### src/rtl/alu_seq_if.sv
// Request/response bundle for alu_seq: operation request in, registered result and status out.
interface alu_seq_if #(
  parameter int unsigned WIDTH = 8
);
  logic             start;
  logic [3:0]       OP;
  logic [WIDTH:0]   immediate;
  logic [WIDTH-1:0] A_in;
  logic [WIDTH-1:0] R_in;
  logic [WIDTH-1:0] OUT;
  logic             overflow_out;
  logic             busy;
  logic             done;
  logic             halted;

  // Requester side
  modport master (
    output start, OP, immediate, A_in, R_in,
    input  OUT, overflow_out, busy, done, halted
  );

  // ALU side
  modport slave (
    input  start, OP, immediate, A_in, R_in,
    output OUT, overflow_out, busy, done, halted
  );
endinterface

### src/rtl/alu_seq.sv
// Sequential ALU with an IDLE/SHIFT/DONE controller, sticky halt and a carry register.
// Optional build macro ALU_SEQ_BARREL_EN: lsl/lsr use a single-cycle barrel shifter instead of
// the default one-bit-per-cycle serial shifter.
module alu_seq #(
  parameter int unsigned WIDTH = 8
) (
  input  logic      CLK,
  input  logic      reset_n,
  alu_seq_if.slave  bus
);

  localparam int unsigned CW = $clog2(WIDTH + 1);
  localparam logic [CW-1:0]    WidthCnt = CW'(WIDTH);
  localparam logic [WIDTH-1:0] WidthVal = WIDTH'(WIDTH);

  localparam logic [3:0] OpGet   = 4'h0;
  localparam logic [3:0] OpSet   = 4'h1;
  localparam logic [3:0] OpLw    = 4'h2;
  localparam logic [3:0] OpSw    = 4'h3;
  localparam logic [3:0] OpAdd   = 4'h4;
  localparam logic [3:0] OpSub   = 4'h5;
  localparam logic [3:0] OpAnd   = 4'h6;
  localparam logic [3:0] OpBt    = 4'h7;
  localparam logic [3:0] OpBf    = 4'h8;
  localparam logic [3:0] OpEq    = 4'h9;
  localparam logic [3:0] OpLt    = 4'hA;
  localparam logic [3:0] OpXor   = 4'hB;
  localparam logic [3:0] OpParse = 4'hC;
  localparam logic [3:0] OpLsl   = 4'hD;
  localparam logic [3:0] OpLsr   = 4'hE;
  localparam logic [3:0] OpHalt  = 4'hF;

  typedef enum logic [1:0] {StIdle, StShift, StDone} state_e;

  state_e           r_state, w_state_nxt;
  logic [WIDTH-1:0] r_out, w_out_nxt;
  logic             r_carry, w_carry_nxt;
  logic             r_halted, w_halted_nxt;
  logic [CW-1:0]    r_cnt, w_cnt_nxt;
  logic [WIDTH-1:0] r_shreg, w_shreg_nxt;
  logic             r_dir, w_dir_nxt;  // 1: shift left

  logic [WIDTH:0]   w_sum;
  logic [WIDTH-1:0] w_diff;
  logic [WIDTH-1:0] w_res;
  logic             w_res_carry;
  logic [WIDTH-1:0] w_shifted;
  logic             w_is_shift;
  logic [CW-1:0]    w_amt;
`ifdef ALU_SEQ_BARREL_EN
  logic [WIDTH-1:0] w_barrel;
`endif

  assign w_is_shift = (bus.OP == OpLsl) || (bus.OP == OpLsr);
  // Shift count saturates at WIDTH; anything larger shifts everything out anyway
  assign w_amt      = (bus.R_in >= WidthVal) ? WidthCnt : CW'(bus.R_in);
  assign w_shifted  = r_dir ? (r_shreg << 1) : (r_shreg >> 1);

`ifdef ALU_SEQ_BARREL_EN
  // Single-cycle shifter used in place of the serial SHIFT state
  always_comb begin
    w_barrel = '0;
    if (bus.R_in < WidthVal) begin
      w_barrel = (bus.OP == OpLsl) ? (bus.A_in << bus.R_in) : (bus.A_in >> bus.R_in);
    end
  end
`endif

  // Single-cycle result for every non-shift opcode, computed from the live request inputs
  always_comb begin
    w_sum       = {1'b0, bus.A_in} + {1'b0, bus.R_in} + {{WIDTH{1'b0}}, r_carry};
    w_diff      = bus.A_in - bus.R_in;
    w_res       = r_out;
    w_res_carry = r_carry;
    unique case (bus.OP)
      OpGet, OpLw, OpSw: w_res = bus.R_in;
      OpSet, OpParse:    w_res = bus.A_in;
      OpAdd: begin
        w_res       = w_sum[WIDTH-1:0];
        w_res_carry = w_sum[WIDTH];
      end
      OpSub: w_res = w_diff;
      OpAnd: w_res = bus.A_in & bus.R_in;
      OpXor: w_res = bus.A_in ^ bus.R_in;
      OpBt:  w_res = (bus.A_in == WIDTH'(1)) ? bus.R_in : '0;
      OpBf:  w_res = (bus.A_in == '0) ? bus.R_in : '0;
      OpEq:  w_res = {{(WIDTH-1){1'b0}}, (w_diff == '0)};
      OpLt:  w_res = {{(WIDTH-1){1'b0}}, w_diff[WIDTH-1]};
      OpLsl, OpLsr, OpHalt: w_res = r_out;
      default: w_res = r_out;
    endcase
  end

  // Controller next-state and datapath updates
  always_comb begin
    w_state_nxt  = r_state;
    w_out_nxt    = r_out;
    w_carry_nxt  = r_carry;
    w_halted_nxt = r_halted;
    w_cnt_nxt    = r_cnt;
    w_shreg_nxt  = r_shreg;
    w_dir_nxt    = r_dir;
    unique case (r_state)
      StIdle: begin
        if (bus.start && !r_halted) begin
          w_state_nxt = StDone;
          if (!bus.immediate[WIDTH]) begin
            // Immediate override wins over any opcode, including halt and shifts
            w_out_nxt = bus.immediate[WIDTH-1:0];
          end else if (w_is_shift) begin
`ifdef ALU_SEQ_BARREL_EN
            w_out_nxt = w_barrel;
`else
            if (w_amt == '0) begin
              w_out_nxt = bus.A_in;
            end else begin
              w_state_nxt = StShift;
              w_shreg_nxt = bus.A_in;
              w_cnt_nxt   = w_amt;
              w_dir_nxt   = (bus.OP == OpLsl);
            end
`endif
          end else begin
            w_out_nxt    = w_res;
            w_carry_nxt  = w_res_carry;
            w_halted_nxt = r_halted | (bus.OP == OpHalt);
          end
        end
      end
      StShift: begin
        w_shreg_nxt = w_shifted;
        w_cnt_nxt   = r_cnt - CW'(1);
        if (r_cnt == CW'(1)) begin
          w_out_nxt   = w_shifted;
          w_state_nxt = StDone;
        end
      end
      StDone:  w_state_nxt = StIdle;
      default: w_state_nxt = StIdle;
    endcase
  end

  // State and datapath registers, cleared asynchronously
  always_ff @(posedge CLK or negedge reset_n) begin
    if (!reset_n) begin
      r_state  <= StIdle;
      r_out    <= '0;
      r_carry  <= 1'b0;
      r_halted <= 1'b0;
      r_cnt    <= '0;
      r_shreg  <= '0;
      r_dir    <= 1'b0;
    end else begin
      r_state  <= w_state_nxt;
      r_out    <= w_out_nxt;
      r_carry  <= w_carry_nxt;
      r_halted <= w_halted_nxt;
      r_cnt    <= w_cnt_nxt;
      r_shreg  <= w_shreg_nxt;
      r_dir    <= w_dir_nxt;
    end
  end

  assign bus.OUT          = r_out;
  assign bus.overflow_out = r_carry;
  assign bus.busy         = (r_state != StIdle);
  assign bus.done         = (r_state == StDone);
  assign bus.halted       = r_halted;

endmodule

### src/flat_wrapper.sv
// flat-port wrapper written by rule: the top's interface ports become plain ports
module alu_seq_flat 
#(
  parameter int unsigned WIDTH = 8
)
  (CLK, reset_n, bus_start, bus_OP, bus_immediate, bus_A_in, bus_R_in, bus_OUT, bus_overflow_out, bus_busy, bus_done, bus_halted);
  alu_seq_if #(.WIDTH(WIDTH)) bus_i ();
  input  logic CLK;
  input  logic reset_n;
  input wire logic [$bits(bus_i.start)-1:0] bus_start;
  input wire logic [$bits(bus_i.OP)-1:0] bus_OP;
  input wire logic [$bits(bus_i.immediate)-1:0] bus_immediate;
  input wire logic [$bits(bus_i.A_in)-1:0] bus_A_in;
  input wire logic [$bits(bus_i.R_in)-1:0] bus_R_in;
  output wire logic [$bits(bus_i.OUT)-1:0] bus_OUT;
  output wire logic [$bits(bus_i.overflow_out)-1:0] bus_overflow_out;
  output wire logic [$bits(bus_i.busy)-1:0] bus_busy;
  output wire logic [$bits(bus_i.done)-1:0] bus_done;
  output wire logic [$bits(bus_i.halted)-1:0] bus_halted;
  assign bus_i.start = bus_start;
  assign bus_i.OP = bus_OP;
  assign bus_i.immediate = bus_immediate;
  assign bus_i.A_in = bus_A_in;
  assign bus_i.R_in = bus_R_in;
  assign bus_OUT = bus_i.OUT;
  assign bus_overflow_out = bus_i.overflow_out;
  assign bus_busy = bus_i.busy;
  assign bus_done = bus_i.done;
  assign bus_halted = bus_i.halted;
  alu_seq #(.WIDTH(WIDTH)) u_core (.CLK(CLK), .reset_n(reset_n), .bus(bus_i));
endmodule
### config.mk
export PLATFORM = sky130hd
export DESIGN_NAME = alu_seq_flat
export DESIGN_NICKNAME = d
export VERILOG_FILES = /design/src/rtl/alu_seq_if.sv /design/src/rtl/alu_seq.sv /design/src/flat_wrapper.sv
export SDC_FILE = /design/constraint.sdc
export NUM_CORES = 1
export LEC_CHECK = 0
export CORE_ASPECT_RATIO = 0.75
export CORE_MARGIN = 2
export CORE_UTILIZATION = 40
export DETAILED_ROUTE_END_ITERATION = 8
export GPL_ROUTABILITY_DRIVEN = 0
export PLACE_DENSITY = 0.65
export SLEW_MARGIN = 5
export SYNTH_ARGS = -nofsm -noshare
export SYNTH_HDL_FRONTEND = slang
export SYNTH_SLANG_ARGS = --single-unit
### constraint.sdc
create_clock -name CLK -period 2.5 [get_ports CLK]
set_clock_uncertainty 0.05 [all_clocks]
set_input_delay 0.5 -clock CLK [delete_from_list [all_inputs] [get_ports CLK]]
set_output_delay 0.5 -clock CLK [all_outputs]
set_load 0.1 [all_outputs]
==> reports/results.txt, run 1 <==
wire length of the first global-routing pass: 18100 microns
main flop type after synthesis: dfrtp_1
critical path start-end classification: in2reg
row count: 27
violations in the final reports: setup timing
number of vias after detailed routing: 3682
Post-Syn Instances: 393
antenna violations before repair: 0
highest ir drop seen on vdd: 0.531 mV
input/output buffers: 43
clock insertion delay at the later pin of the skew report: 0.28 ns
leakage power of the design: 1.96 nW
minimum setup slack after placement: -0.687 ns
count of hold-fix buffers inserted at cts: 0
sw frac: 52.0%
average wire length per cell after detail routing: 17.8 microns
sequential power share: 25.3%
per-instance average area after synthesis: 7.65 sq um
global-route congestion overflow total: 0
slew at the pin closest to its max-slew limit: 0.642 ns
nets: 575
fraction of final layout cells sized beyond drive strength 1: 34.5%
drt first-iter violations: 319
max_slew headroom: 57.1%
horizontal die dimension: 104 microns
part of the total power dissipated in combinational logic: 66.3%
max capacitance violation total: 0
cell with the most instances after synthesis: nand2_1
CTS clock-pin slew for the worst setup and hold paths: 0.09 ns
via count of the first global-routing pass: 3577
root cell of the clock tree: clkbuf_8
pin count of the biggest net entering global routing: 26
Fmax: 398 MHz
vias per inst: 5.91
dpl hpwl: 8800 microns
kind of end point of the critical path: flip-flop
Final Slew Violations: 0
top fanout value on the critical path: 6
path class of the lowest-slack min-delay path: reg2reg
total wirelength of the detailed-routed design: 11100 microns
Post-DRT Antenna Nets: 0
clock period minus worst slack: 2.51 ns
result of the run: finished with violations
total die area: 8230 sq um
Antenna Cells: 0
sort of element at the start of the critical path: primary input
synth cell count leaders: nand2_1 (39), o21ai_0 (38), a21oi_1 (30)
Int Power: 1.40 mW
total setup violations reported at the end of the flow: 1
Net Count, Synth: 445
area of the core: 7300 sq um
synthesized cell area: 3010 sq um
layout overhead on the synthesized area: 52.5%
switching power summed over all nets: 1.51 mW
maximum clock path buffer count: 2
sequential share of the synthesized area: 20.8%
total DRC errors in the routed layout: 0
top area cells in the synthesized netlist: dfrtp_1 (21%), ha_1 (7.1%), o21ai_0 (6.3%), a21oi_1 (5.0%), nand2_1 (4.9%)
Synth area leader: dfrtp_1
Critical Path RT: 2.61 ns
smallest hold slack: 0.442 ns
number of synthesis warnings: 0
Die Span Y: 79.1 microns
part of the cycle the worst path needs: 100%
power density over the cells: 635 nW/um^2
clock tree from TritonCTS: done
portion of synthesized cell area occupied by the leading cell type: 20.8%
H-tree Lvls: 1
PnR worst setup slack: -0.0115 ns
share of total power in the clock network: 8.4%
post-synthesis sequential element count: 25
I/O pin cnt: 44
power after layout: 2.91 mW
count of endpoints failing hold in the final timing report: 0
number of enable flip-flop cells after synthesis: 0
distinct cell type count after synthesis: 72
number of filler cells placed in the layout: 648
global router's overall resource usage: 27.6%
CTS buffer count: 3
clock net sink count: 25
share of async-settable or async-resettable flops after synthesis: 100%
number of iterations in the first detailed-routing pass: 5
starting density of the core: 41.2%
arrival time reported for the critical path endpoint: 2.62 ns
registers in the layout (all words and copies together) (netlist names):
name,cells
u_core.bus.OUT,8
u_core.bus.halted,1
u_core.bus.overflow_out,1
u_core.r_cnt,4
u_core.r_dir,1
u_core.r_shreg,8
u_core.r_state,2
final timing paths:
kind,depth (start not counted),slack (ns),end,from
setup / recovery,10,-0.01,u_core.bus.OUT[7],bus_R_in[2]
hold / removal,1,0.44,u_core.r_shreg[7],u_core.r_shreg[7]
min in group asynchronous,2,0.54,u_core.bus.OUT[5],reset_n
setup reg to reg,8,0.19,u_core.bus.OUT[2],u_core.bus.overflow_out
max in group asynchronous,2,1.58,u_core.bus.overflow_out,reset_n
hold reg to reg,1,0.44,u_core.r_shreg[7],u_core.r_shreg[7]
per-layer routing:
metal,vias up,share of wire (%),GRT usage [%]
met1,1725,43,38.5
met3,25,11,7.39
met2,216,43,42.7
met4,0,2.0,6.49
li1,1716,-,-
met5,-,0,0
metrics by stage:
stage | TNS [ns] | std cells | util [%] | instance area [sq um]
floorplan | -0.0761 | 393 | - | 3030
global route | -0.0535 | 623 | 62.8 | 4580
finish | -0.0115 | 623 | 62.8 | 4580
detailed placement | -11.57 | 616 | 57.9 | 4230
global placement | -10.49 | 616 | 57.9 | 4230
CTS | 0 | 623 | 60.3 | 4400
power groups by stage:
stage	clock network, mW	logic, mW	registers [mW]
2_1_floorplan	0	0.692	1.24
3_3_place_gp	0	1.76	0.730
3_5_place_dp	0	1.80	0.738
4_1_cts	0.254	1.85	0.730
5_1_grt	0.274	2.05	0.758
6_report	0.245	1.93	0.736
logic make-up (layout without fill, tap and decap cells):
family | Yosys count | in the layout | share of synthesized area (%)
flip-flops | 25 | 25 | 20.8
adder cells (fa/ha/maj) | 20 | 20 | 9.08
multiplexers | 13 | 13 | 4.41
buffers and inverters | 44 | 173 | 7.45
XOR/XNOR | 7 | 7 | 2.04
AO/OA/AOI/OAI | 131 | 131 | 28.9
AND/OR/NAND/NOR | 153 | 153 | 27.3
final cells by class:
type | instances | area (sq um) | area share [%]
inverters | 17 | 63.8 | 1.39
clock buffers | 3 | 41.3 | 0.901
flip-flops and latches | 25 | 627 | 13.7
multi-input cells | 324 | 2440 | 53.2
repair buffers | 152 | 1280 | 27.9
well taps | 101 | 126 | 2.76
clock inverters | 1 | 5.00 | 0.109
worst max-delay path, stage by stage:
cell and delay (ns):
clkdlybuf4s50_1 0.48, inv_1 0.08, ha_4 0.28, buf_4 0.15, a221oi_1 0.32, buf_4 0.20, o211ai_1 0.12, xnor2_1 0.15
a311oi_1 0.23, o22ai_1 0.11
what timing repair did:
action	4_1_cts	5_1_grt
gates resized for setup	43	32
pin swaps	14	14
buffers inserted	4	1
cloned	0	0
setup endpoints to repair	21	11
placed cells by master (no fill, tap or decap), types with 5 or more instances in the layout:
cell             count
ha_4                 8
o21ai_0             34
nor2_1              29
nor3_1              12
a21oi_1             22
ha_1                 8
nor2b_1              7
nand3_1              9
dlymetal6s2s_1       6
nand2b_1             8
o21ai_1              5
mux2i_1              9
dfrtp_1             24
xnor2_1              6
o211ai_1             5
nand2_1             39
inv_1               17
a21o_1               5
o221ai_1             6
o2111ai_1            6
a21oi_2              6
clkdlybuf4s50_1     18
buf_4              114
(Power assumes the default switching activity.)
==> run 2, diff against run 1 <==
--- a/config.mk
+++ b/config.mk
@@ -5,12 +5,12 @@
 export SDC_FILE = /design/constraint.sdc
 export NUM_CORES = 1
 export LEC_CHECK = 0
+export CAP_MARGIN = 30
 export CORE_ASPECT_RATIO = 0.75
 export CORE_MARGIN = 2
 export CORE_UTILIZATION = 40
 export DETAILED_ROUTE_END_ITERATION = 8
 export GPL_ROUTABILITY_DRIVEN = 0
-export PLACE_DENSITY = 0.65
 export SLEW_MARGIN = 5
 export SYNTH_ARGS = -nofsm -noshare
 export SYNTH_HDL_FRONTEND = slang
==> run 2 against run 1 <==
  * The run now ends clean
  * Global-route usage increased by 0.84 points
  * Wire length increased by 6.3%
  * First-iteration DRC count increased by 41%
  * Sequential power increased by 0.7%
  * Non-clock buffer count increased by 7
  * Worst hold slack improved by 0.0075 ns
==> reports/results.txt, run 2 (synthesis results as in run 1) <==
max capacitance violation total: 0 (unchanged)
Critical Path RT: 2.64 ns (+0.03 ns)
total DRC errors in the routed layout: 0 (unchanged)
CTS clock-pin slew for the worst setup and hold paths: 0.10 ns (about the same)
area of the core: 7300 sq um (unchanged)
via count of the first global-routing pass: 3579 (+0.056%)
CTS buffer count: 3 (unchanged)
total setup violations reported at the end of the flow: 0 (-1)
worst flop-to-flop path endpoint: u_core.bus.OUT[6]
critical path start-end classification: in2reg
kind of end point of the critical path: flip-flop
Fmax: 409 MHz (+2.8%)
non-filler cells, final: 630 (+1.1%)
part of the cycle the worst path needs: 97.7% (-2.8 points)
count of endpoints failing hold in the final timing report: 0 (unchanged)
number of iterations in the first detailed-routing pass: 8 (+3)
end of the worst hold path: u_core.r_shreg[7]
total die area: 8230 sq um (unchanged)
path class of the lowest-slack min-delay path: reg2reg
most used cells in the layout excluding fill and tap cells: buf_4 (117), nand2_1 (39), o21ai_0 (35)
final sum of negative setup slack: 0 ns (+0.0115 ns)
slew at the pin closest to its max-slew limit: 0.427 ns (-0.215 ns)
global-route congestion overflow total: 0 (unchanged)
Crit Reg-Reg Startpoint: u_core.bus.overflow_out
FF+latch area: 627 sq um (unchanged)
clock insertion delay at the later pin of the skew report: 0.28 ns (about the same)
result of the run: completed
fraction of final layout cells sized beyond drive strength 1: 37.2% (+2.8 points)
number of cells on the worst hold path: 1 (unchanged)
Final Slew Violations: 0 (unchanged)
global router's overall resource usage: 28.4% (+0.84 points)
power density over the cells: 636 nW/um^2 (+0.19%)
vias per inst: 5.95 (+0.66%)
wire length of the first global-routing pass: 18500 microns (+2.0%)
input/output buffers: 43 (unchanged)
nets: 582 (+1.2%)
drt first-iter violations: 451 (+41%)
most common cell after layout, fill and taps aside: buf_4
number of cells on the worst reg-to-reg path: 8 (unchanged)
arrival time reported for the critical path endpoint: 2.59 ns (-0.03 ns)
maximum clock path buffer count: 2 (unchanged)
row count: 27 (unchanged)
dpl hpwl: 9080 microns (+3.1%)
layout overhead on the synthesized area: 55.3%
number of vias after detailed routing: 3748 (+1.8%)
Antenna Cells: 0 (unchanged)
leakage power of the design: 2.01 nW (+2.5%)
total wirelength of the detailed-routed design: 11800 microns (+6.3%)
max_slew headroom: 71.5% (+14 points)
pin count of the biggest net entering global routing: 26 (unchanged)
instance count after placement with tap cells included: 618 (+0.32%)
starting density of the core: 41.2% (unchanged)
H-tree Lvls: 1 (unchanged)
I/O pin cnt: 44 (unchanged)
top fanout value on the critical path: 11 (+5)
clock tree from TritonCTS: done
root cell of the clock tree: clkbuf_8
horizontal die dimension: 104 microns (unchanged)
Die Span Y: 79.1 microns (unchanged)
highest ir drop seen on vdd: 0.638 mV (+20%)
Post-DRT Antenna Nets: 0 (unchanged)
worst reg2reg setup slack: 0.08 ns (-0.11 ns)
sort of element at the start of the critical path: primary input
clock period minus worst slack: 2.44 ns (-0.0691 ns)
worst hold start: u_core.r_shreg[7]
count of hold-fix buffers inserted at cts: 0 (unchanged)
area used by multi-input combinational logic: 2440 sq um (about the same)
antenna violations before repair: 0 (unchanged)
clock net sink count: 25 (unchanged)
average wire length per cell after detail routing: 18.7 microns (+5.1%)
number of filler cells placed in the layout: 636 (-1.9%)
-- run 2: layout make-up --
class	count	area share, %
Timing Repair Buffer	159	29.2
Inverter	17	1.37
Clock inverter	1	0.161
Clock buffer	3	0.885
Multi-Input combinational cell	324	52.3
Sequential cell	25	13.4
Tap cell	101	2.71
-- run 2: stage by stage --
stage	total power, mW	hold WS (ns)	cell area (sq um)	utilization [%]	setup WS [ns]
after global routing	3.13	0.465	4670	64.0	-0.0133
after floorplan	1.93	0.154	3030	-	-0.0761
final	2.97	0.450	4670	64.0	0.0576
after global placement	2.51	0.414	4240	58.1	-0.728
after detailed placement	2.54	0.425	4240	58.1	-0.693
after CTS	2.87	0.448	4460	61.1	-0.00598
-- run 2: worst max-delay path by stage --
| stage | cells past startpoint | to | slack (ns) | from |
|---|---|---|---|---|
| CTS | 9 | u_core.bus.OUT[4] | -0.006 | bus_R_in[5] |
| global placement | 10 | u_core.bus.OUT[4] | -0.73 | bus_A_in[0] |
| floorplan | 8 | u_core.bus.OUT[6] | -0.08 | u_core.bus.overflow_out |
| finish | 9 | u_core.r_shreg[1] | 0.06 | bus_R_in[6] |
| global route | 9 | u_core.r_shreg[1] | -0.01 | bus_R_in[6] |
| detailed placement | 10 | u_core.bus.OUT[4] | -0.69 | bus_A_in[0] |
-- run 2: where the power goes --
group	switching, mW	total (mW)	internal, mW
sequential	0.165	0.741	0.577
combinational	1.24	1.97	0.726
clock	0.147	0.261	0.113
-- run 2: critical path, cell delays in order --
cell	delay (ns)
buf_2	0.11
buf_6	0.12
or4_1	0.47
or4_4	0.59
a41oi_2	0.18
or2_4	0.18
bufbuf_16	0.27
nand2_1	0.06
o21ai_0	0.10
-- run 2: per-layer routing --
layer	up-vias	global-route usage (%)	share of wire (%)
met5	-	0	0
met4	0	6.35	1.8
met3	26	5.50	10
met2	217	43.9	44
met1	1763	41.2	44
li1	1742	-	-
-- run 2: timing repair --
action,in CTS,in global routing
gates resized for setup,43,43
cloned,1,0
pin swaps,17,19
endpoints found under the setup margin,21,17
setup buffers,5,4
==> run 3, diff against run 2 <==
--- a/config.mk
+++ b/config.mk
@@ -5,12 +5,10 @@
 export SDC_FILE = /design/constraint.sdc
 export NUM_CORES = 1
 export LEC_CHECK = 0
-export CAP_MARGIN = 30
 export CORE_ASPECT_RATIO = 0.75
 export CORE_MARGIN = 2
 export CORE_UTILIZATION = 40
 export DETAILED_ROUTE_END_ITERATION = 8
-export GPL_ROUTABILITY_DRIVEN = 0
 export SLEW_MARGIN = 5
 export SYNTH_ARGS = -nofsm -noshare
 export SYNTH_HDL_FRONTEND = slang
==> run 3 against run 2 <==
  * Count of clock-buffer cells in the layout unchanged
  * Sequential power about the same
  * Cell count decreased by 0.63%
  * Wire length about the same
  * Critical path type unchanged
  * Largest cell class unchanged
==> reports/results.txt, run 3 (synthesis results as in run 1) <==
result of the run: completed
total wirelength of the detailed-routed design: 11800 microns (about the same)
number of iterations in the first detailed-routing pass: 6 (-2)
kind of end point of the critical path: flip-flop
path class of the lowest-slack min-delay path: reg2reg
logic depth of the worst path, buffers included: 10 (+1)
area used by multi-input combinational logic: 2370 sq um (-2.9%)
non-filler cells, final: 626 (-0.63%)
number of vias after detailed routing: 3717 (-0.83%)
number of filler cells placed in the layout: 675 (+6.1%)
input/output buffers: 43 (unchanged)
starting density of the core: 41.2% (unchanged)
number of cells on the worst reg-to-reg path: 8 (unchanged)
top fanout value on the critical path: 3 (-8)
Routability Congestion: 1.03
pin count of the biggest net entering global routing: 26 (unchanged)
row count: 27 (unchanged)
total DRC errors in the routed layout: 0 (unchanged)
nets: 578 (-0.69%)
part of the cycle the worst path needs: 99.2% (+1.5 points)
Antenna Cells: 0 (unchanged)
most common cell after layout, fill and taps aside: buf_4
power density over the cells: 646 nW/um^2 (+1.5%)
highest ir drop seen on vdd: 0.487 mV (-24%)
total die area: 8230 sq um (unchanged)
worst reg2reg setup slack: 0.08 ns (about the same)
count of endpoints failing hold in the final timing report: 0 (unchanged)
vias per inst: 5.94 (-0.19%)
end of the worst hold path: u_core.r_shreg[7]
antenna violations before repair: 0 (unchanged)
leakage power of the design: 1.96 nW (-2.5%)
worst hold start: u_core.r_shreg[7]
clock period minus worst slack: 2.48 ns (+0.0378 ns)
dpl hpwl: 9320 microns (+2.7%)
Slowest cell on crit path: or4_4
most used cells in the layout excluding fill and tap cells: buf_4 (116), nand2_1 (39), o21ai_0 (36)
slowest stage delay, CP: 0.49 ns (-0.10 ns)
FF+latch area: 627 sq um (unchanged)
layout overhead on the synthesized area: 50.2%
cell family with the largest share of critical-path delay: adder cells
wire length of the first global-routing pass: 18500 microns (-0.15%)
slew at the pin closest to its max-slew limit: 0.436 ns (+0.00925 ns)
instance count after placement with tap cells included: 618 (unchanged)
critical path start-end classification: in2reg
via count of the first global-routing pass: 3533 (-1.3%)
CP dominant cell by count: fa_2
total setup violations reported at the end of the flow: 0 (unchanged)
root cell of the clock tree: clkbuf_8
Die Span Y: 79.1 microns (unchanged)
CTS buffer count: 3 (unchanged)
clock net sink count: 25 (unchanged)
I/O pin cnt: 44 (unchanged)
Fmax: 403 MHz (-1.5%)
global router's overall resource usage: 28.4% (-0.041 points)
count of hold-fix buffers inserted at cts: 0 (unchanged)
worst flop-to-flop path endpoint: u_core.bus.OUT[6]
average wire length per cell after detail routing: 18.8 microns (+0.62%)
clock tree from TritonCTS: done
max_slew headroom: 70.9% (-0.62 points)
Final Slew Violations: 0 (unchanged)
Crit Reg-Reg Startpoint: u_core.bus.overflow_out
Post-DRT Antenna Nets: 0 (unchanged)
Buf/Inv on CP: 2 (-1)
Post-Place Cell Area: 4230 sq um (-0.29%)
cells along the critical path: clkbuf_2 -> buf_6 -> fa_2 -> fa_2 -> nand2b_4 -> a221oi_4 -> or4_4 -> a21oi_2 -> nor3_2 -> o221ai_1
drt first-iter violations: 404 (-10%)
final instance area: 4510 sq um (-3.3%)
sort of element at the start of the critical path: primary input
horizontal die dimension: 104 microns (unchanged)
Critical Path RT: 2.65 ns (about the same)
number of cells on the worst hold path: 1 (unchanged)
maximum clock path buffer count: 2 (unchanged)
clock insertion delay at the later pin of the skew report: 0.29 ns (about the same)
max capacitance violation total: 0 (unchanged)
arrival time reported for the critical path endpoint: 2.63 ns (+0.04 ns)
global-route congestion overflow total: 0 (unchanged)
fraction of final layout cells sized beyond drive strength 1: 35.4% (-1.8 points)
area of the core: 7300 sq um (unchanged)
CTS clock-pin slew for the worst setup and hold paths: 0.11 ns (about the same)
H-tree Lvls: 1 (unchanged)
run 3: metrics by stage:
step / power, mW / setup TNS, ns / hold slack (ns) / setup WS, ns / util (%)
2_1_floorplan: 1.93 / -0.0761 / 0.154 / -0.0761 / -
3_3_place_gp: 2.51 / -9.48 / 0.413 / -0.715 / 58.0
3_5_place_dp: 2.54 / -10.0 / 0.424 / -0.723 / 58.0
4_1_cts: 2.87 / 0 / 0.450 / 0.00117 / 60.5
5_1_grt: 3.07 / -0.0305 / 0.467 / -0.0160 / 61.8
6_report: 2.91 / 0 / 0.443 / 0.0199 / 61.8
run 3: area by class of cell:
| cell class | count | area share, % |
|---|---|---|
| repair buffers | 155 | 28.3 |
| clock buffers | 3 | 0.915 |
| clock inverters | 1 | 0.166 |
| well taps | 101 | 2.80 |
| multi-input cells | 324 | 52.5 |
| inverters | 17 | 1.41 |
| flip-flops and latches | 25 | 13.9 |
run 3: repair_timing:
action                                  CTS  global route
endpoints found under the setup margin   21            10
buffers inserted                          4             0
gates resized for setup                  46            28
pin swaps                                10            15
endpoints found under the hold margin     0             0
run 3: report_power, final:
| group | switching [mW] | total, mW | internal (mW) |
|---|---|---|---|
| clock | 0.156 | 0.270 | 0.114 |
| combinational | 1.22 | 1.90 | 0.686 |
| sequential | 0.164 | 0.740 | 0.576 |
run 3: per-layer routing:
metal  GRT usage (%)  up-vias  wire (microns)  share of wire, %
met5               0        -               0                 0
li1                -     1727               -                 -
met2            44.5      209            5130                44
met3            6.49       20            1390                12
met1            40.8     1761            5100                43
met4            4.05        0             161               1.4
run 3: worst max path at each step:
| stage | end | slack (ns) | startpoint |
|---|---|---|---|
| 3_5_place_dp | u_core.bus.OUT[4] | -0.72 | bus_A_in[0] |
| 3_3_place_gp | u_core.bus.OUT[4] | -0.71 | bus_A_in[0] |
| 2_1_floorplan | u_core.bus.OUT[6] | -0.08 | u_core.bus.overflow_out |
| 6_report | u_core.bus.OUT[6] | 0.02 | bus_A_in[0] |
| 5_1_grt | u_core.bus.OUT[6] | -0.02 | bus_A_in[0] |
| 4_1_cts | u_core.bus.OUT[6] | 0.001 | bus_OP[2] |
